[config.mk]
export PLATFORM = sky130hd
export DESIGN_NAME = usr_deser
export DESIGN_NICKNAME = d
export VERILOG_FILES = /design/src/rtl/usr_deser.sv
export SDC_FILE = /design/constraint.sdc
export NUM_CORES = 1
export LEC_CHECK = 0
export CORE_ASPECT_RATIO = 1.5
export CORE_UTILIZATION = 52
export DETAILED_ROUTE_END_ITERATION = 7
export GPL_TIMING_DRIVEN = 0
export PLACE_DENSITY = 0.8
export SETUP_SLACK_MARGIN = 0.4
export SYNTH_ARGS = -nofsm -noshare
export SYNTH_HDL_FRONTEND = slang
export SYNTH_SLANG_ARGS = --single-unit
[constraint.sdc]
create_clock -name clk -period 2.4 [get_ports clk]
set_input_delay 0.36 -clock clk [delete_from_list [all_inputs] [get_ports clk]]
set_output_delay 0.36 -clock clk [all_outputs]
set_load 0.01 [all_outputs]
[src/rtl/usr_deser.sv]
// LSB-first serial-to-parallel deserializer with a held output word and overrun/abort pulses.
// Define USR_DESER_PARITY_EN to append an even-parity bit to every frame.
module usr_deser #(
  parameter int unsigned W = 8
) (
  input  logic         clk,
  input  logic         clr,
  input  logic         ser_in,
  input  logic         ser_en,
  input  logic         ser_start,
  output logic [W-1:0] byte_out,
  output logic         byte_valid,
  input  logic         byte_ready,
  output logic         busy,
  output logic         overrun,
  output logic         frame_abort,
  output logic         parity_err
);

  localparam int unsigned CW = $clog2(W + 1);
  localparam logic [CW-1:0] LastCnt = CW'(W - 1);

  typedef enum logic [1:0] {StIdle, StData, StPar} state_e;

  state_e          state_q;
  logic [CW-1:0]   cnt_q;
  logic [W-1:0]    shift_q;
  logic [W-1:0]    shift_next;
  logic            done;
  logic [W-1:0]    done_word;
`ifdef USR_DESER_PARITY_EN
  logic            done_par;
`endif

  // The first bit enters at the MSB and reaches bit 0 after W-1 further shifts.
  always_comb begin
    shift_next = {ser_in, shift_q[W-1:1]};
    done       = 1'b0;
    done_word  = shift_next;
`ifdef USR_DESER_PARITY_EN
    done_par   = 1'b0;
    if (ser_en && !ser_start && state_q == StPar) begin
      done      = 1'b1;
      done_word = shift_q;
      done_par  = ^{ser_in, shift_q};
    end
`else
    if (ser_en && !ser_start && state_q == StData && cnt_q == LastCnt) begin
      done = 1'b1;
    end
`endif
  end

  always_ff @(posedge clk) begin
    if (clr) begin
      state_q     <= StIdle;
      cnt_q       <= '0;
      shift_q     <= '0;
      byte_out    <= '0;
      byte_valid  <= 1'b0;
      overrun     <= 1'b0;
      frame_abort <= 1'b0;
`ifdef USR_DESER_PARITY_EN
      parity_err  <= 1'b0;
`endif
    end else begin
      overrun     <= 1'b0;
      frame_abort <= 1'b0;
      if (byte_valid && byte_ready) begin
        byte_valid <= 1'b0;
      end
      if (ser_en) begin
        if (ser_start) begin
          frame_abort <= (state_q != StIdle);
          state_q     <= StData;
          cnt_q       <= CW'(1);
          shift_q     <= {ser_in, {(W-1){1'b0}}};
        end else if (state_q == StData) begin
          shift_q <= shift_next;
          cnt_q   <= cnt_q + 1'b1;
          if (cnt_q == LastCnt) begin
`ifdef USR_DESER_PARITY_EN
            state_q <= StPar;
`else
            state_q <= StIdle;
`endif
          end
        end else if (state_q == StPar) begin
          state_q <= StIdle;
        end
      end
      // A finished word loads only if the output slot is free or being drained now.
      if (done) begin
        if (!byte_valid || byte_ready) begin
          byte_out   <= done_word;
          byte_valid <= 1'b1;
`ifdef USR_DESER_PARITY_EN
          parity_err <= done_par;
`endif
        end else begin
          overrun <= 1'b1;
        end
      end
    end
  end

`ifndef USR_DESER_PARITY_EN
  assign parity_err = 1'b0;
`endif

  assign busy = (state_q != StIdle);

endmodule

==> flow_metrics.py, run 1 <==
metrics = {
    "outcome": {
        "status": "finished, final reports clean",
    },
    "clock_tree": {
        "path_clk_slew_ps": 120,
        "numCtsBuffers": 3,
        "htreeDepth": 1,
        "tritoncts": "done",
        "cts_hold_buffers": 0,
        "post_cts_buffers": 0,
        "ctsResizeCount": 0,
        "clockRootBuffer": "clkbuf_4",
        "clk_latency_ps": 300,
        "numClockSinks": 23,
        "cts_buffer_depth": 2,
    },
    "synth": {
        "yosys.area.top_type": "dfxtp_1",
        "yosys_warnings": 0,
        "ys_seq_area_share_pct": 44.0,
        "synthFlopType": "dfxtp_1",
        "yosysMostFrequentCell": "dfxtp_1",
        "synth_top_cell_area_share_pct": 44.0,
        "synth_cells": 112,
        "synth_edf_count": 0,
        "synth_cell_types": 31,
        "synth-seq-cells": 23,
        "synth_area_leaders": "dfxtp_1 (44%), nand2b_1 (10%), mux2i_1 (8.6%), o32ai_1 (5.0%), o21a_1 (4.3%)",
        "syn_area_um2": 1050,
        "syn_nets": 119,
        "synth_commonest_cells": "dfxtp_1 (23), nand2b_1 (17), mux2i_1 (9)",
        "async_flop_share_pct": 0,
        "synth.avg_cell_area_um2": 9.35,
    },
    "min_path": {
        "hold_depth": 3,
        "holdCritStartpoint": "ser_en",
        "min_to": "state_q[0]",
        "hp-class": "primary input to flop",
    },
    "critical_path": {
        "reg2regPathDepth": 5,
        "crit_chain": "clkdlybuf4s50_1 -> and3b_4 -> and3b_1 -> buf_6 -> mux2i_1",
        "worst_setup_path_end_kind": "flop",
        "reg2reg_from": "cnt_q[0]",
        "critPathMaxFanout": 9,
        "cp.buffers_inverters": 2,
        "slowest_delay_ps": 550,
        "ff2ff_setup_slack_ps": 930,
        "r2r-end": "byte_out[7]",
        "cp_top_family": "buffers and inverters",
        "slowest_stage": "clkdlybuf4s50_1",
        "cp.arrival_ps": 1830,
        "cp-start-kind": "primary input",
        "worst-setup-path-type": "primary input to flop",
        "cp.required_ps": 2630,
    },
    "routing": {
        "postRouteWirelength_mm": 1.95,
        "vias": 847,
        "initialDrtViolationCount": 24,
        "vias_per_cell": 5.54,
        "wire_per_inst_um": 12.7,
        "dr.pass1.iters": 4,
        "drc": 0,
        "ant_nets": 0,
    },
    "timing": {
        "rsz0062_at_grt": "no",
        "tns_ps": 0,
        "hold_viol": 0,
        "setup_violations": 0,
        "finClkSkew_ps": 3.05,
        "fmax_ghz": 0.625,
        "finalCritPeriodShare_pct": 66.7,
        "finalCriticalPeriod_ps": 1600,
        "finalMaxSlewViolations": 0,
    },
    "floorplanning": {
        "core-area_um2": 1850,
        "die_height_um": 57.0,
        "die-area_um2": 2200,
        "dieWidth_um": 38.6,
        "rows": 19,
        "start_util_pct": 56.5,
        "ioPinCount": 19,
    },
    "layout": {
        "area.growth.synth_to_final_pct": 20.3,
        "final_cell_count_no_fill": 153,
        "layout.nets": 140,
        "drive_gt1_share_pct": 6.82,
        "n_antenna_cell": 0,
    },
    "power_and_ir_drop": {
        "vdd_drop_max_uv": 424,
        "p_leak_nw": 0.407,
        "cellPowerDensity_nw_per_um2": 489,
    },
    "grt": {
        "grt_max_degree": 13,
        "antenna_found_initial": 0,
        "grtUsageTotal_pct": 21.3,
        "grt_pass1_vias": 799,
        "grt_pass1_wl_mm": 3.46,
        "grt_remaining_overflow": 0,
    },
    "placed_design": {
        "gp_congestion": 0.815,
        "numPortBuffers": 16,
        "dpl.cell_count": 149,
        "place_hpwl_mm": 1.47,
    },
    "job": {
        "cap_violations": 0,
    },
}
-- tightest hold or removal path: cells and delay by family --
kind	cells	cell delay, ps
buf+inv	2	250
compound gates	1	130
-- report_power, final --
| group | switching, mW | total (mW) | internal (mW) | leakage, nW |
|---|---|---|---|---|
| registers | 0.00365 | 0.389 | 0.386 | 0.186 |
| clock network | 0.107 | 0.172 | 0.0646 | 0.0150 |
| logic | 0.0296 | 0.0544 | 0.0248 | 0.207 |
| total | 0.141 | 0.616 | 0.475 | 0.407 |
-- metrics by stage --
| stage | total power [mW] | hold slack, ps | area (um^2) | utilization, % | setup WS (ps) |
|---|---|---|---|---|---|
| finish | 0.616 | 471 | 1260 | 67.9 | 799 |
| global route | 0.643 | 492 | 1260 | 67.9 | 721 |
| CTS | 0.616 | 476 | 1260 | 67.9 | 811 |
| floorplan | 0.432 | 452 | 1050 | - | 1110 |
| global placement | 0.451 | 456 | 1230 | 66.5 | 549 |
| detailed placement | 0.452 | 468 | 1230 | 66.5 | 488 |
-- kinds of logic (layout without fill, tap and decap cells) --
kind of cell	after synthesis	count (layout)	synth area share, %
AOI/OAI and AO/OA	24	24	16.2
adders and majority gates	1	1	1.19
buffers and inverters	17	37	7.41
and+or+nand+nor	37	37	22.2
muxes	9	9	8.60
DFF	23	23	44.0
other	1	1	0.358
-- how the worst max path moves through the flow --
stage,startpoint,end,cells after the start
finish,ser_start,byte_out[7],5
global route,ser_start,byte_out[7],5
global placement,ser_start,byte_out[5],5
CTS,ser_start,byte_out[7],5
detailed placement,ser_start,byte_out[7],5
floorplan,state_q[0],byte_out[0],5
-- flip-flops by register name (all words and copies together) (netlist names) --
signal,cells
byte_out,8
cnt_q,4
frame_abort,1
byte_valid,1
shift_q,7
overrun,1
state_q,1
-- layout by cell type (no fill, tap or decap), types with 2 or more instances in the layout --
| cell | Yosys | final |
|---|---|---|
| o21ai_0 | 3 | 3 |
| o32ai_1 | 6 | 6 |
| o21a_1 | 6 | 6 |
| dfxtp_1 | 23 | 23 |
| nand3b_1 | 2 | 2 |
| mux2i_1 | 9 | 9 |
| clkbuf_4 | 0 | 3 |
| buf_2 | 2 | 2 |
| a21oi_1 | 5 | 5 |
| clkbuf_1 | 5 | 6 |
| nand2b_1 | 17 | 17 |
| inv_1 | 7 | 7 |
| nor2_1 | 3 | 3 |
| clkdlybuf4s50_1 | 0 | 16 |
| nand3_1 | 6 | 6 |
-- final cells by class --
class	count	area [um^2]
Fill cell	150	594
Multi-Input combinational cell	72	509
Sequential cell	23	460
Timing Repair Buffer	16	160
Buffer	10	51.3
Clock buffer	4	26.3
Inverter	7	26.3
Tap cell	21	26.3
-- per-layer routing --
layer	wire length, um	global-route usage, %	vias up
met3	43	3.50	2
met2	1020	35.0	13
met4	17	5.91	0
li1	-	-	430
met5	0	0	-
met1	862	28.2	402
Power figures use the tool's default switching activity.
==> run 2, diff against run 1 <==
--- a/config.mk
+++ b/config.mk
@@ -6,10 +6,10 @@
 export NUM_CORES = 1
 export LEC_CHECK = 0
 export CORE_ASPECT_RATIO = 1.5
-export CORE_UTILIZATION = 52
+export CORE_UTILIZATION = 50
 export DETAILED_ROUTE_END_ITERATION = 7
 export GPL_TIMING_DRIVEN = 0
-export PLACE_DENSITY = 0.8
+export PLACE_DENSITY = 0.78
 export SETUP_SLACK_MARGIN = 0.4
 export SYNTH_ARGS = -nofsm -noshare
 export SYNTH_HDL_FRONTEND = slang
==> constraint.sdc (replaced) <==
create_clock -name clk -period 1.5 [get_ports clk]
set_input_delay 0.225 -clock clk [delete_from_list [all_inputs] [get_ports clk]]
set_output_delay 0.225 -clock clk [all_outputs]
set_load 0.01 [all_outputs]
==> flow_metrics.py, run 2 (synthesis gave the netlist of run 1 again) <==
metrics = {
    "power_and_ir_drop": {
        "power_frac_comb_pct": 10.4,
        "vdd_drop_max_uv": 505,
        "swShare_pct": 24.2,
        "pwr-share-clk_pct": 28.4,
        "internal_power_uw": 769,
        "p_seq_share_pct": 61.2,
        "p_leak_nw": 0.488,
        "cellPowerDensity_nw_per_um2": 771,
        "p_sw_uw": 245,
    },
    "clock_tree": {
        "tritoncts": "done",
        "cts_hold_buffers": 0,
        "clockRootBuffer": "clkbuf_4",
        "htreeDepth": 1,
        "cts_buffer_depth": 2,
        "numClockSinks": 23,
        "numCtsBuffers": 3,
        "path_clk_slew_ps": 120,
        "clk_latency_ps": 310,
    },
    "routing": {
        "drc": 0,
        "wire_per_inst_um": 13.7,
        "ant_nets": 0,
        "vias": 913,
        "postRouteWirelength_mm": 2.19,
        "dr.pass1.iters": 4,
        "initialDrtViolationCount": 23,
        "vias_per_cell": 5.71,
    },
    "layout": {
        "n_antenna_cell": 0,
        "utilization_pct": 69.1,
        "drive_gt1_share_pct": 33.8,
        "layout.nets": 147,
        "fillers": 166,
        "top_register": "byte_out",
        "stdcell_area_um2": 1320,
        "area.growth.synth_to_final_pct": 25.6,
        "final_common_cell": "nand2b_1",
        "final_cell_mix": "nand2b_1 (17), buf_2 (11), dfxtp_1 (11)",
        "largest_reg_flops": 8,
        "largestRegisters": "byte_out: 8 flops, shift_q: 7 flops, cnt_q: 4 flops",
    },
    "timing": {
        "hold_viol": 0,
        "fmax_ghz": 0.758,
        "tns_ps": 0,
        "rsz0062_at_grt": "yes",
        "finClkSkew_ps": 2.64,
        "setup_violations": 0,
        "finalMaxSlewViolations": 0,
        "finalCriticalPeriod_ps": 1320,
        "finalCritPeriodShare_pct": 88.0,
        "whs_ps": 341,
    },
    "floorplanning": {
        "dieWidth_um": 39.4,
        "rows": 19,
        "die_height_um": 58.1,
        "ioPinCount": 19,
        "core-area_um2": 1900,
        "start_util_pct": 55.1,
        "die-area_um2": 2290,
    },
    "grt": {
        "grt_max_degree": 13,
        "grt_pass1_wl_mm": 3.80,
        "grt_remaining_overflow": 0,
        "grt_pass1_vias": 910,
        "grt_use_met3_pct": 2.68,
        "gr-usage-met1_pct": 23.4,
        "grtUsageTotal_pct": 23.2,
        "busiest_layer": "met2",
        "antenna_found_initial": 0,
        "met2_usage_pct": 43.6,
    },
    "outcome": {
        "status": "finished, final reports clean",
    },
    "critical_path": {
        "r2r-end": "byte_out[7]",
        "worst-setup-path-type": "flop to flop",
        "reg2regPathDepth": 5,
        "critPathMaxFanout": 8,
        "reg2reg_from": "state_q[0]",
        "cp.required_ps": 1740,
        "ff2ff_setup_slack_ps": 180,
        "cp-start-kind": "flop",
        "worst_setup_path_end_kind": "flop",
        "cp.arrival_ps": 1560,
    },
    "placed_design": {
        "gp_congestion": 0.727,
        "place_hpwl_mm": 1.52,
        "postPlaceCellArea_um2": 1260,
        "numPortBuffers": 16,
    },
    "min_path": {
        "holdCritStartpoint": "ser_en",
        "hold_depth": 4,
        "hp-class": "primary input to flop",
        "min_to": "cnt_q[1]",
    },
    "job": {
        "cap_violations": 0,
    },
}
run 2: changes by cell type in the layout (fill, tap and decap cells not counted), moves of 2 or more:
| cell | delta |
|---|---|
| clkbuf_1 | -3 |
| dfxtp_4 | +2 |
| buf_4 | +7 |
| dfxtp_2 | +10 |
| clkdlybuf4s50_1 | -13 |
| dfxtp_1 | -12 |
| clkbuf_2 | +4 |
| buf_2 | +9 |
run 2: per-stage QoR:
stage | total power, mW | cells | worst slack, ps
2_1_floorplan | 0.696 | 112 | 297
3_3_place_gp | 0.726 | 149 | -228
3_5_place_dp | 0.730 | 149 | -310
4_1_cts | 1.02 | 160 | 162
5_1_grt | 1.05 | 160 | 156
6_report | 1.01 | 160 | 180
run 2: worst max path at each step:
| stage | depth (start not counted) | to | from | slack (ps) |
|---|---|---|---|---|
| floorplan | 5 | byte_out[0] | state_q[0] | 300 |
| CTS | 5 | byte_out[7] | cnt_q[0] | 160 |
| global placement | 5 | byte_out[7] | ser_start | -230 |
| finish | 5 | byte_out[7] | state_q[0] | 180 |
| global route | 5 | byte_out[7] | cnt_q[1] | 160 |
| detailed placement | 5 | byte_out[7] | ser_start | -310 |
run 2: layout make-up:
class,count,area (um^2),share of cell area [%]
Buffer,10,65.1,4.95
Clock buffer,4,26.3,2.00
Inverter,7,26.3,2.00
Multi-Input combinational cell,72,533,40.5
Sequential cell,23,480,36.5
Tap cell,21,26.3,2.00
Timing Repair Buffer,23,158,12.0
run 2: power groups by stage:
stage | clock, mW | combinational [mW] | sequential, mW
global route | 0.314 | 0.114 | 0.622
CTS | 0.294 | 0.0998 | 0.621
floorplan | 0 | 0.0571 | 0.638
detailed placement | 0 | 0.0911 | 0.639
finish | 0.288 | 0.105 | 0.621
global placement | 0 | 0.0881 | 0.638
run 2: repair_timing:
item	4_1_cts	5_1_grt
gates resized for setup	56	12
setup endpoints to repair	35	27
pin swaps	2	2
buffers inserted	7	0
run 2: routing by layer:
layer | part of all wire (%) | vias up
met5 | 0 | -
met4 | 2.6 | 0
met3 | 3.9 | 7
met2 | 56 | 32
met1 | 38 | 427
li1 | - | 447
run 2: worst max-delay path, cell delays in order (launching register included):
cell     delay, ps
dfxtp_2        350
buf_6          120
and3b_4        220
and3b_1        170
buf_6          150
mux2i_1        230
==> RTL edit, RTL diff (settings of run 2) <==
Register the output `overrun` once more; this adds one clock of latency there. The other outputs are not delayed to match.
--- a/src/rtl/usr_deser.sv
+++ b/src/rtl/usr_deser.sv
@@ -21,6 +21,8 @@
   localparam logic [CW-1:0] LastCnt = CW'(W - 1);
 
   typedef enum logic [1:0] {StIdle, StData, StPar} state_e;
+
+  logic overrun_s0;
 
   state_e          state_q;
   logic [CW-1:0]   cnt_q;
@@ -58,13 +60,13 @@
       shift_q     <= '0;
       byte_out    <= '0;
       byte_valid  <= 1'b0;
-      overrun     <= 1'b0;
+      overrun_s0  <= 1'b0;
       frame_abort <= 1'b0;
 `ifdef USR_DESER_PARITY_EN
       parity_err  <= 1'b0;
 `endif
     end else begin
-      overrun     <= 1'b0;
+      overrun_s0  <= 1'b0;
       frame_abort <= 1'b0;
       if (byte_valid && byte_ready) begin
         byte_valid <= 1'b0;
@@ -98,7 +100,7 @@
           parity_err <= done_par;
 `endif
         end else begin
-          overrun <= 1'b1;
+          overrun_s0 <= 1'b1;
         end
       end
     end
@@ -110,5 +112,9 @@
 
   assign busy = (state_q != StIdle);
 
+  always_ff @(posedge clk) begin
+    overrun <= overrun_s0;
+  end
+
 endmodule
 
Behaviour: no difference found for any inputs over 10 cycles, from zero or initial values; that may be too few to reach the edited logic, so the function may still have changed.
==> RTL edit against run 2 <==
Wire length is 13% higher; count of clock-buffer cells in the layout is 1 lower; hold slack worse by 0.011 ns; sequential cell count is 1 higher; power is 23% higher; setup slack worse by 0.011 ns; via count is 0.99% higher; design area is 11% higher; synthesized area is 1.9% higher; clock skew is 0.0033 ns higher.
==> RTL edit: results (changes against run 2) <==
\begin{tabular}{lr}
\hline
Metric & Value \\
\hline
\multicolumn{2}{l}{\textbf{Cells and area}} \\
\quad Proportion of layout cells with a drive suffix above 1 & 42.66\% (was 33.81\%) \\
\quad Buffer share of cell area & 17.22\% (was 16.94\%) \\
\quad Fraction of standard cell area that is sequential & 34.28\% (was 36.54\%) \\
\quad Final-layout clock-cell area share & 3.599\% (was 1.998\%) \\
\quad Area overhead of the layout relative to synthesis & 36.81\% (was 25.57\%) \\
\quad \# fillers & 151 (was 166) \\
\quad Nets & 151 (was 147) \\
\multicolumn{2}{l}{\textbf{Global routing}} \\
\quad Via count of the first global-routing pass & 851 (was 910) \\
\quad Maximum number of pins on one net before global-route repair & 15 (was 13) \\
\quad Global-route wire length before repair & 3657 um (was 3795 um) \\
\multicolumn{2}{l}{\textbf{Place}} \\
\quad Placement Cell Area & 1277 um2 (was 1256 um2) \\
\quad Worst-case setup slack after placement & -0.2545 ns (was -0.3103 ns) \\
\quad Routability-driven placement congestion ratio & 0.8093 (was 0.7270) \\
\multicolumn{2}{l}{\textbf{Clock network}} \\
\quad Clock network latency to the later pin of the worst-skew pair & 0.33 ns (was 0.31 ns) \\
\quad Clock tree sinks & 24 (was 23) \\
\quad CTS resizes & 59 (was 56) \\
\multicolumn{2}{l}{\textbf{Power}} \\
\quad Sequential power share & 51.7\% (was 61.2\%) \\
\quad Static leakage & 0.5464 nW (was 0.4881 nW) \\
\quad Total power divided by cell area & 857.4 nW/um2 (was 771.0 nW/um2) \\
\quad Combinational logic power & 0.000135 W (was 0.000105 W) \\
\quad Worst vdd rail ir drop & 0.0008588 V (was 0.0005050 V) \\
\multicolumn{2}{l}{\textbf{Yosys}} \\
\quad Share of the yosys chip area belonging to registers & 45.02\% (was 43.97\%) \\
\quad Post-Syn Nets & 120 (was 119) \\
\quad Commonest cells post-synth & sky130\_fd\_sc\_hd\_\_dfxtp\_1 (24), sky130\_fd\_sc\_hd\_\_nand2b\_1 (17), sky130\_fd\_sc\_hd\_\_mux2i\_1 (9) (was sky130\_fd\_sc\_hd\_\_dfxtp\_1 (23), sky130\_fd\_sc\_hd\_\_nand2b\_1 (17), sky130\_fd\_sc\_hd\_\_mux2i\_1 (9)) \\
\quad Largest cells by area after synthesis & sky130\_fd\_sc\_hd\_\_dfxtp\_1 (45\%), sky130\_fd\_sc\_hd\_\_nand2b\_1 (10\%), sky130\_fd\_sc\_hd\_\_mux2i\_1 (8.4\%) (was sky130\_fd\_sc\_hd\_\_dfxtp\_1 (44\%), sky130\_fd\_sc\_hd\_\_nand2b\_1 (10\%), sky130\_fd\_sc\_hd\_\_mux2i\_1 (8.6\%)) \\
\multicolumn{2}{l}{\textbf{Routing}} \\
\quad Number of violations reported at the end of detailed-routing iteration 0 & 26 (was 23) \\
\quad Average routed wire per standard cell & 14.95 um (was 13.69 um) \\
\multicolumn{2}{l}{\textbf{Status}} \\
\quad Status & finished, final reports clean (unchanged) \\
\multicolumn{2}{l}{\textbf{Timing}} \\
\quad Clock tree skew after final layout & 0.005906 ns (was 0.002644 ns) \\
\hline
\end{tabular}
RTL edit: changes by cell type in the layout (fill, tap and decap cells not counted), moves of 2 or more:
cell                      before  now
sky130_fd_sc_hd__nand3_2       0    2
sky130_fd_sc_hd__nand3_1       6    4
sky130_fd_sc_hd__buf_2        11   14
sky130_fd_sc_hd__o32ai_2       1    5
sky130_fd_sc_hd__buf_6         2    6
sky130_fd_sc_hd__o32ai_1       5    1
RTL edit: path summary, 6_finish.rpt:
| kind | from | to | slack (ns) | cells after the start |
|---|---|---|---|---|
| max | cnt_q[0] | byte_out[4] | 0.17 | 5 |
| min reg2reg | overrun_s0 | overrun | 0.35 | 0 |
| min | ser_en | shift_q[7] | 0.33 | 4 |
| max reg2reg | cnt_q[0] | byte_out[4] | 0.17 | 5 |
RTL edit: layer usage:
layer,part of all wire (%),global-route usage (%)
met4,2.4,15.27
met2,56,40.05
met5,0,0
met3,2.5,3.019
met1,39,23.79
RTL edit: cells by family (layout without fill, tap and decap cells):
group                      Yosys count  in the layout  share of synthesized area [%]
muxes                                9              9                          8.441
DFF                                 24             24                          45.02
adders and majority gates            1              1                          1.172
other                                1              1                         0.3514
and+or+nand+nor                     37             37                          21.81
AOI/OAI and AO/OA                   24             24                          15.94
buffers and inverters               17             47                          7.269
RTL edit: critical path, cell delays in order, from the launching register on:
cell and delay (ns):
sky130_fd_sc_hd__dfxtp_4 0.39, sky130_fd_sc_hd__ha_4 0.14, sky130_fd_sc_hd__nand3b_1 0.12, sky130_fd_sc_hd__and3b_1 0.26
sky130_fd_sc_hd__buf_6 0.15, sky130_fd_sc_hd__mux2i_1 0.20
RTL edit: per-stage QoR:
step	std cells	TNS (ns)
final	165	0
after global routing	165	0
after CTS	162	0
after detailed placement	151	-2.326
after global placement	151	-1.981
after floorplan	113	0
